===== config.mk =====
export PLATFORM = sky130hd
export DESIGN_NAME = fir_tap_loader
export DESIGN_NICKNAME = d
export VERILOG_FILES = /design/src/rtl/fir_tap_loader.sv
export SDC_FILE = /design/constraint.sdc
export NUM_CORES = 1
export LEC_CHECK = 0
export BUFFER_PORTS_ARGS = -buffer_cell sky130_fd_sc_hd__buf_2
export CORE_MARGIN = 8
export CORE_UTILIZATION = 59
export CTS_CLUSTER_DIAMETER = 30
export DETAILED_ROUTE_END_ITERATION = 8
export PLACE_DENSITY = 0.83
export SYNTH_ARGS = -nofsm -noshare
export SYNTH_HDL_FRONTEND = slang
export SYNTH_SLANG_ARGS = --single-unit

===== constraint.sdc =====
create_clock -name i_clk -period 4.8 [get_ports i_clk]
set_input_delay 0.24 -clock i_clk [delete_from_list [all_inputs] [get_ports i_clk]]
set_output_delay 0.24 -clock i_clk [all_outputs]
set_load 0.03 [all_outputs]

===== src/rtl/fir_tap_loader.sv =====
// Coefficient programming sequencer for fir_filter: streams host coefficients into the tap
// memory with the filter disabled, optionally expanding a half set into a symmetric response.
module fir_tap_loader #(
    parameter int unsigned ORDER          = 50,
    parameter int unsigned TAP_DATA_WIDTH = 16,
    parameter int unsigned TAP_ADDR_WIDTH = 6
) (
    input  logic                      i_clk,
    input  logic                      i_rst_n,
    input  logic                      i_run_req,
    input  logic                      i_start,
    input  logic                      i_sym,
    input  logic                      i_abort,
    input  logic                      i_coef_valid,
    input  logic [TAP_DATA_WIDTH-1:0] i_coef_data,
    output logic                      o_coef_ready,
    output logic                      o_fir_en,
    output logic                      o_tap_wr_en,
    output logic [TAP_ADDR_WIDTH-1:0] o_tap_wr_addr,
    output logic [TAP_DATA_WIDTH-1:0] o_tap_wr_data,
    output logic                      o_busy,
    output logic                      o_done,
    output logic                      o_err
);

    typedef enum logic [2:0] {StIdle, StQuiesce, StLoad, StMirror, StFlush} state_e;

    localparam logic [TAP_ADDR_WIDTH-1:0] LastAddr = TAP_ADDR_WIDTH'(ORDER);
    localparam logic [TAP_ADDR_WIDTH-1:0] HalfAddr = TAP_ADDR_WIDTH'(ORDER / 2);

    state_e                    state_q, state_d;
    logic [TAP_ADDR_WIDTH-1:0] k_q, k_d;
    logic [TAP_ADDR_WIDTH-1:0] addr_q, addr_d;
    logic [TAP_DATA_WIDTH-1:0] coef_q, coef_d;
    logic [TAP_DATA_WIDTH-1:0] data_q, data_d;
    logic                      sym_q, sym_d;
    logic                      fir_en_q, fir_en_d;
    logic                      wr_en_q, wr_en_d;
    logic                      done_q, done_d;
    logic                      err_q, err_d;
    logic [TAP_ADDR_WIDTH-1:0] mirror_addr;

    assign mirror_addr  = LastAddr - k_q;
    assign o_coef_ready = (state_q == StLoad) && !i_abort;
    assign o_busy       = (state_q != StIdle);

    always_comb begin
        state_d  = state_q;
        k_d      = k_q;
        addr_d   = addr_q;
        coef_d   = coef_q;
        data_d   = data_q;
        sym_d    = sym_q;
        fir_en_d = fir_en_q;
        wr_en_d  = 1'b0;
        done_d   = 1'b0;
        err_d    = 1'b0;

        // Abort wins over everything, including a pending mirror write.
        if (state_q != StIdle && i_abort) begin
            state_d  = StIdle;
            err_d    = 1'b1;
            fir_en_d = i_run_req;
        end else begin
            unique case (state_q)
                StIdle: begin
                    if (i_start) begin
                        state_d  = StQuiesce;
                        fir_en_d = 1'b0;
                        sym_d    = i_sym;
                    end else begin
                        fir_en_d = i_run_req;
                    end
                end
                StQuiesce: begin
                    state_d = StLoad;
                    k_d     = '0;
                end
                StLoad: begin
                    if (i_coef_valid) begin
                        wr_en_d = 1'b1;
                        addr_d  = k_q;
                        data_d  = i_coef_data;
                        coef_d  = i_coef_data;
                        if (sym_q) begin
                            // Centre tap of an even order has no mirror partner.
                            state_d = (mirror_addr != k_q) ? StMirror : StFlush;
                        end else if (k_q == LastAddr) begin
                            state_d = StFlush;
                        end else begin
                            k_d = k_q + 1'b1;
                        end
                    end
                end
                StMirror: begin
                    wr_en_d = 1'b1;
                    addr_d  = mirror_addr;
                    data_d  = coef_q;
                    if (k_q == HalfAddr) begin
                        state_d = StFlush;
                    end else begin
                        k_d     = k_q + 1'b1;
                        state_d = StLoad;
                    end
                end
                StFlush: begin
                    state_d  = StIdle;
                    done_d   = 1'b1;
                    fir_en_d = i_run_req;
                end
                default: state_d = StIdle;
            endcase
        end
    end

    always_ff @(posedge i_clk or negedge i_rst_n) begin
        if (!i_rst_n) begin
            state_q  <= StIdle;
            k_q      <= '0;
            addr_q   <= '0;
            coef_q   <= '0;
            data_q   <= '0;
            sym_q    <= 1'b0;
            fir_en_q <= 1'b0;
            wr_en_q  <= 1'b0;
            done_q   <= 1'b0;
            err_q    <= 1'b0;
        end else begin
            state_q  <= state_d;
            k_q      <= k_d;
            addr_q   <= addr_d;
            coef_q   <= coef_d;
            data_q   <= data_d;
            sym_q    <= sym_d;
            fir_en_q <= fir_en_d;
            wr_en_q  <= wr_en_d;
            done_q   <= done_d;
            err_q    <= err_d;
        end
    end

    assign o_fir_en      = fir_en_q;
    assign o_tap_wr_en   = wr_en_q;
    assign o_tap_wr_addr = addr_q;
    assign o_tap_wr_data = data_q;
    assign o_done        = done_q;
    assign o_err         = err_q;

endmodule

==> impl_metrics.env, run 1 <==
export IMPL_syn_cell_area_um2=2530
export IMPL_drive_gt1_share_pct=30.0
export IMPL_worstPathArrival_ns=2.39
export IMPL_cts_max_level=2
export IMPL_overflow=0
export IMPL_max_freq_mhz=455
export IMPL_portBuffers=50
export IMPL_grt_use_total_pct=16.7
export IMPL_finish_utilization_pct=67.5
export IMPL_cts_resized=0
export IMPL_path_delay_family="compound AO/OA/AOI/OAI gates"
export IMPL_cp_start_kind="flip-flop"
export IMPL_syn_area_per_cell_um2=10.8
export IMPL_final_nets=302
export IMPL_die_w_um=81.5
export IMPL_grt_pass1_vias=1983
export IMPL_numCtsBuffers=5
export IMPL_core_um2=4230
export IMPL_cp_slowest_cell="dfrtp_1"
export IMPL_rsz0062_at_grt="false"
export IMPL_cts_hold_buffers_added=0
export IMPL_initial_core_util_pct=59.7
export IMPL_finClkSkew_ns=0.00639
export IMPL_required_ns=5.00
export IMPL_clk_latency_ns=0.31
export IMPL_fin_area_um2=2860
export IMPL_p_per_area_nw_per_um2=626
export IMPL_wl_met3_um=302
export IMPL_synth_cell_types=45
export IMPL_yosys_most_used_dff="dfrtp_1"
export IMPL_ys_ff_latch=52
export IMPL_dr_pass1_iters=4
export IMPL_antenna_cells=0
export IMPL_path_buf_inv=1
export IMPL_hold_path_class="in -> async"
export IMPL_gp_congestion=0.884
export IMPL_finalSetupTns_ns=0
export IMPL_crit_chain="inv_1 > ha_1 > or2_0 > a211o_1 > a21o_1 > a2111oi_2"
export IMPL_grt_pass1_wl_um=8780
export IMPL_worst_setup_path_end_kind="flip-flop"
export IMPL_area_growth_synth_to_final_pct=13.1
export IMPL_cts_max_path_buffers=2
export IMPL_synth_nets=260
export IMPL_hpwl_um=3610
export IMPL_cap_viol_max_count=0
export IMPL_root_buffer="clkbuf_8"
export IMPL_tightest_slew_ns=0.645
export IMPL_first_iter_violations=88
export IMPL_antenna_found_initial=0
export IMPL_worstPathMaxFanout=10
export IMPL_final_cell_mix="dfrtp_1, buf_2, nand2_1, o21ai_0, mux2i_1"
export IMPL_wl_per_cell_um=15.8
export IMPL_wl_met1_um=2210
export IMPL_drc=0
export IMPL_totalWireLength_um=5200
export IMPL_max_stage_delay_ns=0.52
export IMPL_status="completed"
export IMPL_max_slew_margin_rel_pct=56.5
export IMPL_hold_ws_ns=0.0221
export IMPL_num_vias=1881
export IMPL_viasPerCell=5.72
export IMPL_cts_tree="done"
export IMPL_rows=24
export IMPL_min_period_ns=2.20
export IMPL_hold_viol_final=0
export IMPL_synth_edf_count=0
export IMPL_async_flop_share_pct=100
export IMPL_die_h_um=81.5
export IMPL_mostFrequentLayoutCell="dfrtp_1"
export IMPL_grt_max_degree=53
export IMPL_highest_layer="met4"
export IMPL_seq_area_frac_synth_pct=51.5
export IMPL_met2_length_um=2640
export IMPL_yosysWarnings=0
export IMPL_finalCritPeriodShare_pct=45.7
export IMPL_power_uw=1790
export IMPL_setup_viol=0
export IMPL_ant_nets=0
export IMPL_die_area_um2=6630
export IMPL_clk_pin_slew_worst_paths_ns=0.10
export IMPL_drv_slew=0
export IMPL_pin_count=51
export IMPL_cts_sinks=52
export IMPL_peakVddDrop_uv=297
export IMPL_post_cts_buffers=0
export IMPL_worstSetupPathType="reg -> reg"
export IMPL_p_leak_uw=0.00146
export IMPL_placed_area_um2=2770
export IMPL_synthCells=234
## registers in the layout, indices dropped and copies added, names as in the netlist
| name | flops |
|---|---|
| sym_q | 1 |
| o_fir_en | 1 |
| state_q | 3 |
| o_done | 1 |
| o_tap_wr_en | 1 |
| coef_q | 16 |
| o_err | 1 |
| k_q | 6 |
| o_tap_wr_addr | 6 |
| o_tap_wr_data | 16 |
## cells in the mapped netlist (2+ instances only)
cell / count / area [um^2]
nor3_1: 3 / 15.0
a211o_1: 3 / 26.3
o21ai_0: 26 / 130
and3_1: 2 / 12.5
xnor2_1: 4 / 35.0
or3_1: 3 / 18.8
mux2i_1: 18 / 180
clkbuf_1: 7 / 26.3
buf_2: 7 / 35.0
inv_1: 8 / 30.0
nand3_1: 4 / 20.0
nand2b_1: 2 / 12.5
mux2_2: 17 / 191
dfrtp_1: 52 / 1300
o211ai_1: 2 / 15.0
a31oi_1: 4 / 25.0
nor4_1: 2 / 12.5
a21oi_1: 4 / 20.0
nand4_1: 2 / 12.5
a41oi_1: 2 / 17.5
nand2_1: 26 / 97.6
o31ai_1: 2 / 15.0
a21o_1: 2 / 15.0
buf_6: 2 / 22.5
nor2_1: 5 / 18.8
nand3b_1: 3 / 22.5
nor2b_1: 2 / 12.5
ha_1: 3 / 37.5
## final cells by class
type / instances / area (um^2)
Fill cell: 341 / 1380
Sequential cell: 52 / 1300
Multi-Input combinational cell: 156 / 1100
Timing Repair Buffer: 52 / 265
Clock buffer: 5 / 68.8
Tap cell: 52 / 65.1
Inverter: 9 / 33.8
Clock inverter: 3 / 22.5
## worst register-to-register path, delay by kind of cell (launching register included)
kind            cells  cell delay (ns)
flops               1             0.52
compound gates      3             0.87
simple gates        1             0.22
fa+ha+maj           1             0.36
buf+inv             1             0.12
## cell families after synthesis
logic type      share of synthesized area [%]
flops                                    51.5
simple gates                             12.7
buf+inv                                  4.95
fa+ha+maj                                1.49
xor+xnor                                 1.39
mux                                      14.7
compound gates                           13.3
## path summary, 6_finish.rpt
| check | start | to | slack, ns | cells past startpoint |
|---|---|---|---|---|
| max | k_q[0]$_DFFE_PN0P_ | state_q[2]$_DFFE_PN0P_ | 2.60 | 6 |
| min | i_rst_n | o_tap_wr_data[0]$_DFFE_PN0P_ | 0.02 | 2 |
| max reg2reg | k_q[0]$_DFFE_PN0P_ | state_q[2]$_DFFE_PN0P_ | 2.60 | 6 |
| min reg2reg | o_tap_wr_data[14]$_DFFE_PN0P_ | o_tap_wr_data[14]$_DFFE_PN0P_ | 0.48 | 2 |
| max in group asynchronous | i_rst_n | coef_q[10]$_DFFE_PN0P_ | 4.34 | 2 |
| min in group i_clk | i_coef_data[5] | coef_q[5]$_DFFE_PN0P_ | 0.18 | 2 |
## stage by stage
stage | instances | setup slack, ns
after floorplan | 234 | 2.84
after global placement | 321 | 2.76
after detailed placement | 321 | 2.66
after CTS | 329 | 2.63
after global routing | 329 | 2.51
final | 329 | 2.60
## where the power goes
part           internal (uW)  leakage [uW]  total [uW]  switching [uW]
sequential               622      0.000658         766             144
clock                    105     0.0000485         251             147
combinational            286      0.000758         772             486
## layer usage
layer	track usage [%]	up-vias
li1	-	918
met1	19.7	896
met2	28.9	63
met3	3.94	4
met4	6.25	0
met5	0	-
Note: power is estimated with default switching activity, not from simulation.
==> run 2: changes to the inputs <==
Settings changed: CORE_UTILIZATION 59 to 49, PLACE_DENSITY 0.83 to 0.73.
Clock period 4.8 ns to 1.81 ns, I/O delays scaled along.
==> run 2 against run 1 <==
Effect of this change: routed wire length rose by 3.1%; largest power group unchanged; non-clock buffer count rose by 20; die area rose by 16%.
==> impl_metrics.env, run 2 (synthesis gave the netlist of run 1 again) <==
export IMPL_mostFrequentLayoutCell="dfrtp_1"
export IMPL_die_w_um=87.8
export IMPL_hold_ws_ns=0.0214
export IMPL_worstPathMaxFanout=2
export IMPL_worst_setup_path_end_kind="flip-flop"
export IMPL_cp_slowest_cell="dfrtp_2"
export IMPL_p_leak_uw=0.00156
export IMPL_cap_viol_max_count=0
export IMPL_stdcell_count=367
export IMPL_grt_pass1_wl_um=9000
export IMPL_cts_max_path_buffers=2
export IMPL_max_freq_mhz=558
export IMPL_worstPathArrival_ns=1.99
export IMPL_antenna_cells=0
export IMPL_setup_viol=0
export IMPL_first_iter_violations=119
export IMPL_dp_cells=358
export IMPL_numCtsBuffers=5
export IMPL_dr_pass1_iters=4
export IMPL_finClkSkew_ns=0.00788
export IMPL_p_int_uw=2880
export IMPL_power_uw=4970
export IMPL_hpwl_um=3950
export IMPL_portBuffers=50
export IMPL_hold_viol_final=0
export IMPL_clk_latency_ns=0.30
export IMPL_p_clk_share_pct=13.2
export IMPL_multi_input_area_um2=1120
export IMPL_cp_start_kind="flip-flop"
export IMPL_finalCritPeriodShare_pct=99.0
export IMPL_status="completed"
export IMPL_hold_path_class="in -> reg"
export IMPL_totalWireLength_um=5360
export IMPL_gp_congestion=0.837
export IMPL_combinationalPowerShare_pct=48.3
export IMPL_p_per_area_nw_per_um2=1620
export IMPL_seqCellArea_um2=1300
export IMPL_grt_pass1_vias=2009
export IMPL_drv_slew=0
export IMPL_area_growth_synth_to_final_pct=21.2
export IMPL_die_h_um=87.8
export IMPL_pin_count=51
export IMPL_drc=0
export IMPL_clk_pin_slew_worst_paths_ns=0.09
export IMPL_num_vias=1929
export IMPL_p_seq_share_pct=38.5
export IMPL_max_slew_margin_rel_pct=61.5
export IMPL_viasPerCell=5.26
export IMPL_path_delay_family="compound AO/OA/AOI/OAI gates"
export IMPL_cts_tree="done"
export IMPL_ant_nets=0
export IMPL_path_buf_inv=1
export IMPL_grt_use_total_pct=14.8
export IMPL_tightest_slew_ns=0.572
export IMPL_die_area_um2=7710
export IMPL_rows=26
export IMPL_overflow=0
export IMPL_drive_gt1_share_pct=34.7
export IMPL_cts_max_level=2
export IMPL_worstSetupPathType="reg -> reg"
export IMPL_cts_sinks=52
export IMPL_grt_max_degree=32
export IMPL_min_period_ns=1.79
export IMPL_core_um2=5040
export IMPL_antenna_found_initial=0
export IMPL_finalSetupTns_ns=0
export IMPL_sw_frac_of_total_pct=42.1
export IMPL_wl_per_cell_um=14.6
export IMPL_final_cell_mix="dfrtp_1, buf_2, nand2_1, o21ai_0, buf_4"
export IMPL_final_nets=322
export IMPL_root_buffer="clkbuf_8"
export IMPL_max_stage_delay_ns=0.37
export IMPL_peakVddDrop_uv=802
export IMPL_power_switching_uw=2090
export IMPL_crit_chain="inv_2 > ha_1 > or2_0 > a211o_1 > a21o_1 > a2111oi_4"
export IMPL_n_fill_cell=434
export IMPL_rsz0062_at_grt="true"
export IMPL_initial_core_util_pct=50.1
export IMPL_required_ns=2.01
==> run 2: worst reg2reg max path, cell delays in order, from the launching register on <==
cell	delay, ns
dfrtp_2	0.37
inv_2	0.04
ha_1	0.29
or2_0	0.21
a211o_1	0.28
a21o_1	0.22
a2111oi_4	0.29
==> run 2: what timing repair did <==
action / CTS / global route
buffers inserted: 0 / 0
endpoints found under the hold margin: 21 / 0
resized for setup: 0 / 2
hold buffers: 1 / 0
setup endpoints to repair: 1 / 2
pin swaps: 2 / 0
==> run 2: routing by layer <==
metal,vias to the layer above,track usage [%],share of wire (%)
li1,954,-,-
met5,-,0,0
met2,62,24.5,47
met4,0,5.94,1.3
met1,907,17.5,44
met3,6,4.41,7.1
==> run 2: path summary, 6_finish.rpt <==
kind,end,slack (ns),from,cells past startpoint
max in group asynchronous,k_q[2]$_DFFE_PN0P_,0.98,i_rst_n,3
worst min register to register,o_tap_wr_data[7]$_DFFE_PN0P_,0.48,o_tap_wr_data[7]$_DFFE_PN0P_,2
worst min-delay path,sym_q$_DFFE_PN0P_,0.02,i_sym,2
worst max-delay path,state_q[2]$_DFFE_PN0P_,0.02,k_q[0]$_DFFE_PN0P_,6
min in group asynchronous,o_done$_DFF_PN0_,0.29,i_rst_n,2
worst max register to register,state_q[2]$_DFFE_PN0P_,0.02,k_q[0]$_DFFE_PN0P_,6
==> run 2: through the flow <==
step           setup slack [ns]  utilization [%]  cell area, um^2
2_1_floorplan           -0.0962                -             2530
3_3_place_gp            0.00469             58.5             2950
3_5_place_dp            -0.0540             58.5             2950
4_1_cts                  0.0348             60.5             3050
5_1_grt                 -0.0736             60.7             3060
6_report                 0.0188             60.7             3060
==> run 2: cell type report <==
| class | count | area share [%] |
|---|---|---|
| clock buffers | 6 | 2.37 |
| well taps | 70 | 2.86 |
| multi-input cells | 156 | 36.6 |
| clock inverters | 2 | 0.531 |
| flip-flops and latches | 52 | 42.5 |
| inverters | 9 | 1.10 |
| repair buffers | 72 | 14.1 |
==> run 2: power groups by stage <==
| stage | clock network (uW) | logic [uW] | registers [uW] |
|---|---|---|---|
| 4_1_cts | 678 | 2400 | 1920 |
| 6_report | 656 | 2400 | 1910 |
| 3_3_place_gp | 0 | 2340 | 1910 |
| 5_1_grt | 721 | 2610 | 1980 |
| 2_1_floorplan | 0 | 1150 | 2410 |
| 3_5_place_dp | 0 | 2390 | 1940 |
